## src/rtl/sr_cmd_arbiter.sv

```systemverilog
// Round-robin arbiter sharing one bank of SR flag bits between N_REQ requesters.
// Optional handshake counter output cmd_cnt when SR_ARB_STATS_EN is defined.
module sr_cmd_arbiter #(
    parameter int N_REQ   = 4,
    parameter int N_FLAGS = 8,
    parameter int IDX_W   = 3
) (
    input  logic                   clk,
    input  logic                   rst,
    input  logic [N_REQ-1:0]       req_valid,
    input  logic [N_REQ-1:0]       req_s,
    input  logic [N_REQ-1:0]       req_r,
    input  logic [N_REQ*IDX_W-1:0] req_idx,
    output logic [N_REQ-1:0]       req_ready,
    output logic [N_FLAGS-1:0]     flags,
    output logic                   err,
    output logic [2:0]             err_req,
    output logic [IDX_W-1:0]       err_idx
`ifdef SR_ARB_STATS_EN
    ,
    output logic [15:0]            cmd_cnt
`endif
);

    logic [2:0]         rr_ptr;
    logic [2:0]         gnt_id;
    logic               gnt_any;
    logic               cmd_s;
    logic               cmd_r;
    logic [IDX_W-1:0]   cmd_idx;
    logic               oob;
    logic               bad;
    logic [N_FLAGS-1:0] flags_nxt;

    // Rotating priority search starting at rr_ptr; nothing is granted during reset.
    always_comb begin
        gnt_any = 1'b0;
        gnt_id  = '0;
        for (int i = 0; i < N_REQ; i++) begin
            for (int k = 0; k < N_REQ; k++) begin
                if (!gnt_any && req_valid[k] && (k == (int'(rr_ptr) + i) % N_REQ)) begin
                    gnt_any = 1'b1;
                    gnt_id  = 3'(k);
                end
            end
        end
        if (rst) begin
            gnt_any = 1'b0;
        end
    end

    always_comb begin
        req_ready = '0;
        for (int k = 0; k < N_REQ; k++) begin
            req_ready[k] = gnt_any && (gnt_id == 3'(k));
        end
    end

    always_comb begin
        cmd_s   = 1'b0;
        cmd_r   = 1'b0;
        cmd_idx = '0;
        for (int k = 0; k < N_REQ; k++) begin
            if (gnt_id == 3'(k)) begin
                cmd_s   = req_s[k];
                cmd_r   = req_r[k];
                cmd_idx = req_idx[k*IDX_W +: IDX_W];
            end
        end
    end

    // Out-of-range indices exist only when the index space exceeds the flag bank.
    generate
        if (N_FLAGS < (1 << IDX_W)) begin : g_oob
            localparam logic [IDX_W-1:0] IDX_LIM = IDX_W'(N_FLAGS);
            assign oob = (cmd_idx >= IDX_LIM);
        end else begin : g_no_oob
            assign oob = 1'b0;
        end
    endgenerate

    assign bad = (cmd_s & cmd_r) | oob;

    always_comb begin
        flags_nxt = flags;
        for (int f = 0; f < N_FLAGS; f++) begin
            if (!bad && (cmd_idx == IDX_W'(f))) begin
                if (cmd_s) begin
                    flags_nxt[f] = 1'b1;
                end else if (cmd_r) begin
                    flags_nxt[f] = 1'b0;
                end
            end
        end
    end

    always_ff @(posedge clk) begin
        if (rst) begin
            rr_ptr  <= '0;
            flags   <= '0;
            err     <= 1'b0;
            err_req <= '0;
            err_idx <= '0;
        end else if (gnt_any) begin
            rr_ptr <= 3'((int'(gnt_id) + 1) % N_REQ);
            flags  <= flags_nxt;
            // Only the first error is recorded; later ones leave the capture intact.
            if (bad && !err) begin
                err     <= 1'b1;
                err_req <= gnt_id;
                err_idx <= cmd_idx;
            end
        end
    end

`ifdef SR_ARB_STATS_EN
    always_ff @(posedge clk) begin
        if (rst) begin
            cmd_cnt <= '0;
        end else if (gnt_any) begin
            cmd_cnt <= cmd_cnt + 16'd1;
        end
    end
`endif

endmodule

```

## config.mk

```make
export PLATFORM = sky130hd
export DESIGN_NAME = sr_cmd_arbiter
export DESIGN_NICKNAME = d
export VERILOG_FILES = /design/src/rtl/sr_cmd_arbiter.sv
export SDC_FILE = /design/constraint.sdc
export NUM_CORES = 1
export LEC_CHECK = 0
export ABC_CLOCK_PERIOD_IN_PS = 5800
export BUFFER_PORTS_ARGS = -buffer_cell sky130_fd_sc_hd__buf_2
export CORE_ASPECT_RATIO = 1.4
export CORE_MARGIN = 10
export CORE_UTILIZATION = 51
export CTS_CLUSTER_DIAMETER = 150
export DETAILED_ROUTE_END_ITERATION = 10
export PLACE_DENSITY = 0.89
export SLEW_MARGIN = 15
export SYNTH_ARGS = -nofsm -noshare
export SYNTH_HDL_FRONTEND = slang
export SYNTH_SLANG_ARGS = --single-unit
```

## constraint.sdc

```tcl
create_clock -name clk -period 5.8 [get_ports clk]
set_input_delay 0.58 -clock clk [delete_from_list [all_inputs] [get_ports clk]]
set_output_delay 0.58 -clock clk [all_outputs]
set_load 0.1 [all_outputs]
```

==> metrics.csv <==
stage,metric,value,unit
die,initial core utilization,55.05,%
synth,Post-synth EDFFs,0,
die,CORE AREA,0.002021,mm^2
synth,Synth top area share,28.80,%
timing,max-slew violation count,0,
synth,adder-cell share of the synthesized area,4.499,%
setup_path,path type of the worst setup path,input port to output port,
clock_network,cts hold-fix bufs,0,
setup_path,crit path DAT,2.50,ns
timing,fin crit share,53.05,%
synth,Synth Area in XOR/XNOR,0,%
setup_path,Worst Path Required,5.22,ns
setup_path,worst reg2reg startpoint,rr_ptr[0],
grt,global-route wire length before repair,5.271,mm
route,drt via density,5.772,
clock_network,CTS tree,yes,
synth,largest family of logic cells by synthesized area,simple AND/OR/NAND/NOR gates,
synth,post-synthesis sequential area ratio,28.80,%
worst_hold_path,Hold Crit Start,flags[5],
clock_network,TritonCTS buffer count,3,
placed_design,IO Port Bufs,43,
synth,"count leader, synth",dfxtp_1,
synth,synthesized area per cell,9.269,um^2
grt,Total Routing Usage GR,14.83,%
timing,worst clock skew,0.006797,ns
setup_path,Worst setup SP type,input port,
setup_path,R2R Path End,flags[7],
clock_network,clock latency on the worst-skew pair,0.29,ns
synth,"share of synthesized cell area in and, or, nand and nor gates",28.80,%
timing,actual slew at the worst max-slew pin,0.5458,ns
timing,Max-slew headroom,63.48,%
synth,Synth cell types,39,
timing,worst hold slack,0.4807,ns
die,DIE WIDTH,59.47,um
timing,setup TNS,0,ns
final_layout,diodes inserted,0,
setup_path,Worst R2R Setup Slack,2.98,ns
grt,grt ovf,0,
power_and_ir_drop,cell area power density,414.5,mW/mm^2
final_layout,Fillers,171,
timing,Peak Freq,325.0,MHz
synth,leading area contributor after synthesis,dfxtp_1,
synth,compound-gate portion of the synthesized area,20.92,%
placed_design,placed instance count,180,
setup_path,worst r2r path cells,12,
placed_design,dpl ws,2.731,ns
grt,number of global-route vias before repair,1154,
synth,Post-Syn Nets,150,
final_layout,layout cells sized above 1,39.88,%
route,WL/cell,17.07,um
clock_network,Setup Buffers After CTS,0,
final_layout,fin cells,184,
synth,"Top FF cell, synth",dfxtp_1,
synth,top post-synthesis cells by count,"16 x dfxtp_1, 14 x mux2i_1, 10 x nand2b_1",
placed_design,DP HPWL,2.526,mm
route,TritonRoute pass-1 iters,4,
timing,"Hold Vio Cnt, Final",0,
die,row count,19,
job,Max Cap Viol,0,
power_and_ir_drop,worst vdd ir,0.0003219,V
clock_network,TritonCTS Sinks,16,
worst_hold_path,Hold Crit Depth,2,
route,Post-Route WL,3.140,mm
placed_design,placer congestion estimate,0.8042,
die,Die Height,75.26,um
synth,Async SR Flop Fraction,0,%
final_layout,Layout area overhead,23.28,%
synth,Syn. warnings,0,
timing,RSZ-0062 raised after global routing,no,
setup_path,CP Capture Type,output port,
clock_network,clk root buf,clkbuf_4,
worst_hold_path,worst hold path endpoint,flags[5],
synth,mux share of post-synthesis cell area,12.60,%
outcome,status,"complete, no violations",
synth,Synth area leaders,"dfxtp_1 29%, mux2i_1 13%, nand2b_1 5.6%",
clock_network,CTS clock-pin slew for the worst setup and hold paths,0.10,ns
synth,register bit total from synthesis,16,
timing,crit path time final,3.077,ns
clock_network,H-Tree Depth,1,
route,initial drt markers,14,
clock_network,CTS max path bufs,2,
final_layout,nets,194,
route,DRC violations left,0,
grt,largest net degree at the start of global routing,20,
synth,Mapped Cells,120,
power_and_ir_drop,LEAKAGE,0.6688,nW
timing,# setup viols final,0,
worst_hold_path,Worst Hold Class,register to register,
route,"antenna viol nets, final",0,
die,die area,0.004475,mm^2
clock_network,post-cts sizing count,0,
die,I/O pin count,45,
timing,Final WS setup,2.723,ns
synth,Post-Syn Area,0.001112,mm^2
setup_path,CP Max Fanout,6,
grt,initial antenna violation count,0,
route,Via Count,1062,
[where the power goes]
group | internal (W) | leakage (nW) | total (W) | switching (W)
Sequential | 0.000123 | 0.130 | 0.000133 | 0.00000979
Clock | 0.0000382 | 0.0210 | 0.0000754 | 0.0000372
Combinational | 0.000104 | 0.518 | 0.000360 | 0.000256
[state kept, by name, summed over array words and instances (netlist names)]
name / flops
flags: 8
err: 1
err_idx: 3
rr_ptr: 2
err_req: 2
[through the flow]
stage               area (um^2)  util [%]  power (W)
floorplan                  1112         -  0.0004298
detailed placement         1335     66.07  0.0004894
global placement           1335     66.07  0.0004801
global route               1371     67.86  0.0006035
CTS                        1371     67.86  0.0005668
finish                     1371     67.86  0.0005685
[how the worst max path moves through the flow]
stage	start	cells past startpoint	endpoint	slack (ns)
final	req_valid[0]	9	req_ready[3]	2.72
after global routing	rr_ptr[0]	8	req_ready[3]	2.55
after CTS	req_valid[0]	9	req_ready[3]	2.75
after detailed placement	req_valid[0]	13	flags[3]	2.73
after global placement	req_valid[0]	12	err_idx[0]	2.84
after floorplan	req_valid[0]	6	req_ready[3]	1.65
[worst max-delay path, cell delays in order]
cell	delay [ns]
buf_2	0.13
nand2b_1	0.16
a21oi_1	0.16
o221ai_1	0.19
nand2_1	0.17
ha_1	0.30
inv_1	0.15
nor3_1	0.21
buf_2	0.46
[cell type report]
type                    instances  area (um^2)  share of cell area (%)
inverters                       7        26.28                   1.916
repair buffers                 43        215.2                   15.69
clock buffers                   4        36.28                   2.646
flip-flops and latches         16        320.3                   23.36
multi-input cells              93        747.0                   54.47
well taps                      21        26.28                   1.916
[layout by cell type (no fill, tap or decap), drive strengths merged, types with 5 or more instances in the layout]
master	instances
buf	43
a21oi	8
nor2	12
mux2i	14
a221oi	5
dfxtp	16
inv	7
nand2b	10
[metal layers]
layer / wire length, um / vias to the layer above / track usage (%) / part of all wire, %
met5: 0 / - / 0 / 0
met4: 68 / 0 / 5.627 / 2.2
met3: 182 / 10 / 2.862 / 5.8
met2: 1772 / 41 / 28.74 / 56
met1: 1117 / 494 / 14.78 / 36
li1: - / 517 / - / -
[logic make-up (layout without fill, tap and decap cells)]
family | count (synthesis) | after routing
AOI/OAI and AO/OA | 25 | 25
adders and majority gates | 4 | 4
buffers and inverters | 11 | 54
DFF | 16 | 16
muxes | 14 | 14
other | 1 | 1
and+or+nand+nor | 49 | 49
Note: power is estimated with default switching activity, not from simulation.
